[src/rtl/vga_timing_gen_param_pkg.sv]
`default_nettype none
// +----------------------------------------------------------------------------+
// | Package  : vga_timing_pkg                                                  |
// | Purpose  : Shared constants for the parametrised VGA timing generator:     |
// |            default 640x480@60 raster geometry, sync polarity encodings,    |
// |            and helpers for deriving raster totals.                         |
// | Ports    : none (package)                                                  |
// | Revision : 1.0 - initial release                                           |
// +----------------------------------------------------------------------------+
package vga_timing_pkg;

  // Default 640x480@60 geometry (pixels / lines).
  localparam int DEF_H_ACTIVE = 640;
  localparam int DEF_H_FP     = 16;
  localparam int DEF_H_SYNC   = 96;
  localparam int DEF_H_BP     = 48;
  localparam int DEF_V_ACTIVE = 480;
  localparam int DEF_V_FP     = 10;
  localparam int DEF_V_SYNC   = 2;
  localparam int DEF_V_BP     = 33;
  localparam int DEF_CLK_DIV  = 4;
  localparam int DEF_CW       = 10;

  // Sync polarity encodings: the value is the level driven while sync is active.
  localparam bit POL_ACTIVE_LOW  = 1'b0;
  localparam bit POL_ACTIVE_HIGH = 1'b1;

  // Total length of one dimension of the raster.
  function automatic int total(input int active, input int fp, input int sync, input int bp);
    return active + fp + sync + bp;
  endfunction

  function automatic int max2(input int a, input int b);
    return (a > b) ? a : b;
  endfunction

endpackage : vga_timing_pkg
`default_nettype wire

[src/rtl/vga_timing_gen_param_if.sv]
`default_nettype none
// +----------------------------------------------------------------------------+
// | Interface: vga_timing_gen_param_if                                         |
// | Purpose  : Raster timing bundle from the timing generator to the pixel /   |
// |            colour generator. All signals are in the system clock domain.   |
// | Signals  : pixel_tick  - one-clk pixel enable                              |
// |            h_sync      - horizontal sync (polarity set by generator)       |
// |            v_sync      - vertical sync (polarity set by generator)         |
// |            video_on    - high inside the visible area                      |
// |            pixel_x/y   - current column / row                              |
// |            line_start  - one-clk pulse when pixel_x wraps to 0             |
// |            frame_start - one-clk pulse when (x,y) wraps to (0,0)           |
// | Modports : master (timing generator), slave (pixel consumer)               |
// | Revision : 1.0 - initial release                                           |
// +----------------------------------------------------------------------------+
interface vga_timing_gen_param_if #(
  parameter int CW = 10
);
  logic          pixel_tick;
  logic          h_sync;
  logic          v_sync;
  logic          video_on;
  logic [CW-1:0] pixel_x;
  logic [CW-1:0] pixel_y;
  logic          line_start;
  logic          frame_start;

  modport master (
    output pixel_tick, h_sync, v_sync, video_on,
    output pixel_x, pixel_y, line_start, frame_start
  );

  modport slave (
    input pixel_tick, h_sync, v_sync, video_on,
    input pixel_x, pixel_y, line_start, frame_start
  );
endinterface : vga_timing_gen_param_if
`default_nettype wire

[src/rtl/vga_timing_gen_param_pixel_div.sv]
`default_nettype none
// +----------------------------------------------------------------------------+
// | Module   : vga_pixel_div                                                   |
// | Purpose  : Divides the system clock into a one-clk pixel-rate enable.      |
// |            The divider free-runs 0..CLK_DIV-1 while enabled and holds      |
// |            its position while disabled.                                    |
// | Ports    : clk          in  system clock                                   |
// |            reset        in  asynchronous active-low reset                  |
// |            enable_i     in  run enable                                     |
// |            pixel_tick_o out high on the clk where the divider is at its    |
// |                             last count (constantly = enable for div 1)     |
// | Revision : 1.0 - initial release                                           |
// +----------------------------------------------------------------------------+
module vga_pixel_div #(
  parameter int CLK_DIV = 4
) (
  input  logic clk,
  input  logic reset,
  input  logic enable_i,
  output logic pixel_tick_o
);

  // A 1-bit counter is kept even for CLK_DIV=1; it simply never leaves 0.
  localparam int            DW       = (CLK_DIV > 1) ? $clog2(CLK_DIV) : 1;
  localparam logic [DW-1:0] DIV_LAST = DW'(CLK_DIV - 1);

  logic [DW-1:0] div_q;
  logic [DW-1:0] div_d;

  always_comb begin
    div_d = div_q;
    if (enable_i) begin
      div_d = (div_q == DIV_LAST) ? '0 : div_q + DW'(1);
    end
  end

  always_ff @(posedge clk or negedge reset) begin
    if (!reset) begin
      div_q <= '0;
    end else begin
      div_q <= div_d;
    end
  end

  // The tick is combinational so that dropping enable silences it at once.
  // Gating with reset keeps it low during reset when CLK_DIV=1.
  assign pixel_tick_o = reset & enable_i & (div_q == DIV_LAST);

endmodule : vga_pixel_div
`default_nettype wire

[src/rtl/vga_timing_gen_param.sv]
`default_nettype none
// +----------------------------------------------------------------------------+
// | Module   : vga_timing_gen_param                                            |
// | Purpose  : Parametrised VGA raster timing generator. Runs horizontal and   |
// |            vertical counters on a divided pixel enable and produces sync,  |
// |            blanking, coordinates and line/frame pulses, all registered     |
// |            one clk behind the counters so they stay mutually aligned.      |
// | Ports    : clk     in  system clock                                        |
// |            reset   in  asynchronous active-low reset                       |
// |            enable  in  run enable; low freezes all timing                  |
// |            vga_o   master modport of vga_timing_gen_param_if carrying      |
// |                    pixel_tick, h_sync, v_sync, video_on, pixel_x,          |
// |                    pixel_y, line_start, frame_start                        |
// | Revision : 1.0 - initial release                                           |
// +----------------------------------------------------------------------------+
module vga_timing_gen_param
  import vga_timing_pkg::*;
#(
  parameter int H_ACTIVE = DEF_H_ACTIVE,
  parameter int H_FP     = DEF_H_FP,
  parameter int H_SYNC   = DEF_H_SYNC,
  parameter int H_BP     = DEF_H_BP,
  parameter int V_ACTIVE = DEF_V_ACTIVE,
  parameter int V_FP     = DEF_V_FP,
  parameter int V_SYNC   = DEF_V_SYNC,
  parameter int V_BP     = DEF_V_BP,
  parameter bit HS_POL   = POL_ACTIVE_LOW,
  parameter bit VS_POL   = POL_ACTIVE_LOW,
  parameter int CLK_DIV  = DEF_CLK_DIV,
  parameter int CW       = DEF_CW
) (
  input  logic                   clk,
  input  logic                   reset,
  input  logic                   enable,
  vga_timing_gen_param_if.master vga_o
);

  localparam int H_TOTAL   = total(H_ACTIVE, H_FP, H_SYNC, H_BP);
  localparam int V_TOTAL   = total(V_ACTIVE, V_FP, V_SYNC, V_BP);
  localparam int MAX_TOTAL = max2(H_TOTAL, V_TOTAL);

  localparam logic [CW-1:0] H_LAST     = CW'(H_TOTAL - 1);
  localparam logic [CW-1:0] V_LAST     = CW'(V_TOTAL - 1);
  localparam logic [CW-1:0] H_VIS      = CW'(H_ACTIVE);
  localparam logic [CW-1:0] V_VIS      = CW'(V_ACTIVE);
  localparam logic [CW-1:0] HS_FIRST   = CW'(H_ACTIVE + H_FP);
  localparam logic [CW-1:0] HS_LAST    = CW'(H_ACTIVE + H_FP + H_SYNC - 1);
  localparam logic [CW-1:0] VS_FIRST   = CW'(V_ACTIVE + V_FP);
  localparam logic [CW-1:0] VS_LAST    = CW'(V_ACTIVE + V_FP + V_SYNC - 1);

  // Reject geometries whose totals cannot be represented in CW bits, and
  // dividers that would never produce a tick.
  generate
    if (((64'd1 << CW) < 64'(MAX_TOTAL)) || (CLK_DIV < 1)) begin : g_param_check
      $error("vga_timing_gen_param: CW too small for raster totals or CLK_DIV < 1");
    end
  endgenerate

  // --------------------------------------------------------------------------
  // Pixel-rate enable
  // --------------------------------------------------------------------------
  logic pixel_tick;

  vga_pixel_div #(
    .CLK_DIV (CLK_DIV)
  ) u_pixel_div (
    .clk          (clk),
    .reset        (reset),
    .enable_i     (enable),
    .pixel_tick_o (pixel_tick)
  );

  // --------------------------------------------------------------------------
  // Raster counters
  // --------------------------------------------------------------------------
  logic [CW-1:0] h_cnt_q, h_cnt_d;
  logic [CW-1:0] v_cnt_q, v_cnt_d;

  always_comb begin
    h_cnt_d = h_cnt_q;
    v_cnt_d = v_cnt_q;
    if (pixel_tick) begin
      if (h_cnt_q == H_LAST) begin
        h_cnt_d = '0;
        v_cnt_d = (v_cnt_q == V_LAST) ? '0 : v_cnt_q + CW'(1);
      end else begin
        h_cnt_d = h_cnt_q + CW'(1);
      end
    end
  end

  always_ff @(posedge clk or negedge reset) begin
    if (!reset) begin
      h_cnt_q <= '0;
      v_cnt_q <= '0;
    end else begin
      h_cnt_q <= h_cnt_d;
      v_cnt_q <= v_cnt_d;
    end
  end

  // --------------------------------------------------------------------------
  // Decode and output registers
  // --------------------------------------------------------------------------
  logic hs_active;
  logic vs_active;
  logic in_visible;

  assign hs_active  = (h_cnt_q >= HS_FIRST) && (h_cnt_q <= HS_LAST);
  assign vs_active  = (v_cnt_q >= VS_FIRST) && (v_cnt_q <= VS_LAST);
  assign in_visible = (h_cnt_q < H_VIS) && (v_cnt_q < V_VIS);

  logic          h_sync_q,      h_sync_d;
  logic          v_sync_q,      v_sync_d;
  logic          video_on_q,    video_on_d;
  logic [CW-1:0] pixel_x_q,     pixel_x_d;
  logic [CW-1:0] pixel_y_q,     pixel_y_d;
  logic          line_start_q,  line_start_d;
  logic          frame_start_q, frame_start_d;

  always_comb begin
    h_sync_d      = h_sync_q;
    v_sync_d      = v_sync_q;
    video_on_d    = video_on_q;
    pixel_x_d     = pixel_x_q;
    pixel_y_d     = pixel_y_q;
    line_start_d  = 1'b0;
    frame_start_d = 1'b0;
    if (enable) begin
      h_sync_d   = hs_active ? HS_POL : ~HS_POL;
      v_sync_d   = vs_active ? VS_POL : ~VS_POL;
      video_on_d = in_visible;
      pixel_x_d  = h_cnt_q;
      pixel_y_d  = v_cnt_q;
      // Pulses are derived from the registered coordinate actually wrapping,
      // so the implicit (0,0) after reset never produces one.
      line_start_d  = (h_cnt_q == '0) && (pixel_x_q == H_LAST);
      frame_start_d = line_start_d && (v_cnt_q == '0) && (pixel_y_q == V_LAST);
    end
  end

  always_ff @(posedge clk or negedge reset) begin
    if (!reset) begin
      h_sync_q      <= ~HS_POL;
      v_sync_q      <= ~VS_POL;
      video_on_q    <= 1'b0;
      pixel_x_q     <= '0;
      pixel_y_q     <= '0;
      line_start_q  <= 1'b0;
      frame_start_q <= 1'b0;
    end else begin
      h_sync_q      <= h_sync_d;
      v_sync_q      <= v_sync_d;
      video_on_q    <= video_on_d;
      pixel_x_q     <= pixel_x_d;
      pixel_y_q     <= pixel_y_d;
      line_start_q  <= line_start_d;
      frame_start_q <= frame_start_d;
    end
  end

  assign vga_o.pixel_tick  = pixel_tick;
  assign vga_o.h_sync      = h_sync_q;
  assign vga_o.v_sync      = v_sync_q;
  assign vga_o.video_on    = video_on_q;
  assign vga_o.pixel_x     = pixel_x_q;
  assign vga_o.pixel_y     = pixel_y_q;
  assign vga_o.line_start  = line_start_q;
  assign vga_o.frame_start = frame_start_q;

endmodule : vga_timing_gen_param
`default_nettype wire

[src/flat_wrapper.sv]
// flat-port wrapper written by rule: the top's interface ports become plain ports
module vga_timing_gen_param_flat import vga_timing_pkg::*;
#(
  parameter int H_ACTIVE = DEF_H_ACTIVE,
  parameter int H_FP     = DEF_H_FP,
  parameter int H_SYNC   = DEF_H_SYNC,
  parameter int H_BP     = DEF_H_BP,
  parameter int V_ACTIVE = DEF_V_ACTIVE,
  parameter int V_FP     = DEF_V_FP,
  parameter int V_SYNC   = DEF_V_SYNC,
  parameter int V_BP     = DEF_V_BP,
  parameter bit HS_POL   = POL_ACTIVE_LOW,
  parameter bit VS_POL   = POL_ACTIVE_LOW,
  parameter int CLK_DIV  = DEF_CLK_DIV,
  parameter int CW       = DEF_CW
)
  (clk, reset, enable, vga_o_pixel_tick, vga_o_h_sync, vga_o_v_sync, vga_o_video_on, vga_o_pixel_x, vga_o_pixel_y, vga_o_line_start, vga_o_frame_start);
  vga_timing_gen_param_if #(.CW(CW)) vga_o_i ();
  input  logic clk;
  input  logic reset;
  input  logic enable;
  output wire logic [$bits(vga_o_i.pixel_tick)-1:0] vga_o_pixel_tick;
  output wire logic [$bits(vga_o_i.h_sync)-1:0] vga_o_h_sync;
  output wire logic [$bits(vga_o_i.v_sync)-1:0] vga_o_v_sync;
  output wire logic [$bits(vga_o_i.video_on)-1:0] vga_o_video_on;
  output wire logic [$bits(vga_o_i.pixel_x)-1:0] vga_o_pixel_x;
  output wire logic [$bits(vga_o_i.pixel_y)-1:0] vga_o_pixel_y;
  output wire logic [$bits(vga_o_i.line_start)-1:0] vga_o_line_start;
  output wire logic [$bits(vga_o_i.frame_start)-1:0] vga_o_frame_start;
  assign vga_o_pixel_tick = vga_o_i.pixel_tick;
  assign vga_o_h_sync = vga_o_i.h_sync;
  assign vga_o_v_sync = vga_o_i.v_sync;
  assign vga_o_video_on = vga_o_i.video_on;
  assign vga_o_pixel_x = vga_o_i.pixel_x;
  assign vga_o_pixel_y = vga_o_i.pixel_y;
  assign vga_o_line_start = vga_o_i.line_start;
  assign vga_o_frame_start = vga_o_i.frame_start;
  vga_timing_gen_param #(.H_ACTIVE(H_ACTIVE), .H_FP(H_FP), .H_SYNC(H_SYNC), .H_BP(H_BP), .V_ACTIVE(V_ACTIVE), .V_FP(V_FP), .V_SYNC(V_SYNC), .V_BP(V_BP), .HS_POL(HS_POL), .VS_POL(VS_POL), .CLK_DIV(CLK_DIV), .CW(CW)) u_core (.clk(clk), .reset(reset), .enable(enable), .vga_o(vga_o_i));
endmodule
[config.mk]
export PLATFORM = sky130hd
export DESIGN_NAME = vga_timing_gen_param_flat
export DESIGN_NICKNAME = d
export VERILOG_FILES = /design/src/rtl/vga_timing_gen_param_pkg.sv /design/src/rtl/vga_timing_gen_param_if.sv /design/src/rtl/vga_timing_gen_param_pixel_div.sv /design/src/rtl/vga_timing_gen_param.sv /design/src/flat_wrapper.sv
export SDC_FILE = /design/constraint.sdc
export NUM_CORES = 1
export LEC_CHECK = 0
export BUFFER_PORTS_ARGS = -buffer_cell sky130_fd_sc_hd__buf_2
export CAP_MARGIN = 20
export CORE_MARGIN = 5
export CORE_UTILIZATION = 47
export CTS_CLUSTER_SIZE = 30
export DETAILED_ROUTE_END_ITERATION = 10
export PLACE_DENSITY = 0.7
export RECOVER_POWER = 50
export SYNTH_ARGS = -nofsm -noshare
export SYNTH_HDL_FRONTEND = slang
export SYNTH_SLANG_ARGS = --single-unit
[constraint.sdc]
create_clock -name clk -period 2.83 [get_ports clk]
set_clock_uncertainty 0.1 [all_clocks]
set_input_delay 0.566 -clock clk [delete_from_list [all_inputs] [get_ports clk]]
set_output_delay 0.566 -clock clk [all_outputs]
set_load 0.05 [all_outputs]
==> out/metrics.yaml <==
grt_pass1_vias: 1514
ir_drop_v: 0.000531
rsz0062_at_grt: "false"
clock_path_buffers: 2
core_area_um2: 4720
start_util_pct: 48.2
r2r-start: "u_core.u_pixel_div.div_q[0]"
htreeDepth: 2
crit_start: "u_core.u_pixel_div.div_q[0]"
tightest_slew_ps: 1130
path_clk_slew_ps: 80
die_w_um: 79.6
hold_start: "u_core.vga_o.v_sync"
drt-total-wl_um: 4410
num-nets-final: 239
post-dp-hpwl_um: 3140
endpoint_kind: "primary output"
synth_cell_types: 39
p_leak_nw: 1.16
drc: 0
via_count: 1619
setup_viol: 0
ys_seq_elements: 47
io_pins: 29
postSynthCellCount: 204
grtUsageMet1_pct: 21.2
postCtsHoldBufs: 0
cts_buffers: 5
gr-usage-met3_pct: 2.71
busiest_layer: "met2"
synth_top_cell_area_share_pct: 49.5
p_per_area_nw_per_um2: 639
synthArstFlopShare_pct: 100
fmax_mhz: 473
syn_nets: 212
tns_ps: 0
track_usage_pct: 15.5
synth_top_flop_cell: "dfrtp_1"
vias_per_cell: 5.41
area_growth_pct: 10.2
synthTopCellsByArea: "dfrtp_1, mux2_2, nor2_1"
drv_cap: 0
synth_edf_count: 0
grt_start_max_net_pins: 48
fill_cells: 432
antenna_found_initial: 0
avgSynthCellArea_um2: 11.2
ys_seq_area_share_pct: 51.8
clk_latency_ps: 290
status: "finished clean"
dieArea_um2: 6330
die_h_um: 79.6
cts_tree: "built"
gp_congestion: 0.808
worst_setup_path_start_kind: "register"
drive_gt1_share_pct: 28.4
dr.first_iter.drc_count: 124
overflow: 0
io_buffer_count: 28
grt_util_met2_pct: 24.3
cts_resized: 0
drv_slew: 0
dr.pass1.iters: 4
worstSetupPathType: "register to primary output"
post_cts_buffers: 0
worstPathRequired_ps: 2160
finalCriticalPeriod_ps: 2110
ant_nets: 0
grt_pass1_wl_um: 7580
crit_arrival_ps: 1450
worstPathMaxFanout: 6
placed_cells: 291
period_share_pct: 74.6
avgRoutedWirePerCell_um: 14.7
antenna_cells: 0
synth_top_area_cell: "dfrtp_1"
slew_headroom_pct: 24.6
synthesis.area_um2: 2270
cts_sinks: 47
hold_class: "register to register"
ys_warn_count: 0
finalNonFillerCells: 299
ctsRootBufferMaster: "clkbuf_8"
finalHoldViolCount: 0
num_rows: 25
==> state kept, by name (all words and copies together), names as in the netlist <==
register / count
u_core.vga_o.pixel_x: 10
u_core.v_cnt_q: 10
u_core.u_pixel_div.div_q: 2
u_core.h_cnt_q: 10
u_core.vga_o.pixel_y: 10
u_core.vga_o.frame_start: 1
u_core.vga_o.h_sync: 1
u_core.vga_o.v_sync: 1
u_core.vga_o.line_start: 1
u_core.vga_o.video_on: 1
==> Yosys cell counts, types with 2 or more instances <==
cell type / number
dfrtp_1: 45
mux2_2: 22
nor2_1: 17
nand3_1: 10
nand4_1: 10
inv_1: 9
nand2_1: 9
o21ai_0: 9
nor3_1: 7
a21oi_1: 6
nor4_1: 6
ha_1: 5
xnor2_1: 5
buf_6: 4
a31oi_1: 3
nor2b_1: 3
xor2_1: 3
and3_1: 2
and3_2: 2
buf_2: 2
clkbuf_2: 2
dfstp_2: 2
nand2b_1: 2
nand3_2: 2
o31ai_1: 2
o41ai_1: 2
==> routing by layer <==
layer	vias to the layer above	wire length, µm
li1	790	-
met1	801	2120
met2	22	2090
met3	6	125
met4	0	73
met5	-	0
==> layout make-up <==
type	instances	area, µm²	share of cell area [%]
clock buffer	7	76.3	3.04
clock inverter	1	5.00	0.200
inverter	9	33.8	1.35
multi-input combinational	138	980	39.1
sequential	47	1180	47.0
tap	67	83.8	3.34
timing repair buffer	30	150	5.99
==> critical path, cell delays in order (launching register included) <==
cell and delay, ps:
dfrtp_1 370, ha_1 190, nand3_2 130, inv_1 180, buf_2 300
==> final timing paths <==
path,cells past startpoint,slack [ps],endpoint
max,4,720,vga_o_pixel_tick
min,2,400,u_core.vga_o.v_sync
max reg2reg,5,910,u_core.v_cnt_q[9]
min reg2reg,2,400,u_core.vga_o.v_sync
max in group asynchronous,2,1400,u_core.vga_o.frame_start
min in group asynchronous,2,530,u_core.u_pixel_div.div_q[0]
==> where the power goes <==
part	leakage, nW	switching (W)	internal (W)
combinational	0.529	0.000246	0.000132
sequential	0.584	0.0000898	0.000752
clock	0.0422	0.000210	0.000174
total	1.16	0.000546	0.00106
==> kinds of logic after synthesis <==
group | synth area share (%)
simple gates | 18.6
flops | 51.8
compound gates | 7.70
mux | 10.9
buf+inv | 5.12
xor+xnor | 3.08
fa+ha+maj | 2.75
==> placed cells by master, fill, tap and decap left out, drive strengths merged, types with 2 or more instances in the layout <==
cell / n
a21oi: 6
a31oi: 3
and3: 4
buf: 27
clkbuf: 10
dfrtp: 45
dfstp: 2
ha: 5
inv: 9
mux2: 22
nand2: 10
nand2b: 2
nand3: 12
nand4: 10
nor2: 17
nor2b: 3
nor3: 7
nor4: 6
o21ai: 9
o31ai: 2
o41ai: 2
xnor2: 5
xor2: 3
==> through the flow <==
step	total power [W]	hold WS, ps	area (µm²)	setup slack, ps	utilization [%]
2_1_floorplan	0.00114	170	2270	985	-
3_3_place_gp	0.00123	375	2430	821	51.5
3_5_place_dp	0.00124	384	2430	765	51.5
4_1_cts	0.00163	299	2510	694	53.2
5_1_grt	0.00170	424	2510	636	53.1
6_report	0.00160	398	2510	718	53.1
Note: power is estimated with default switching activity, not from simulation.
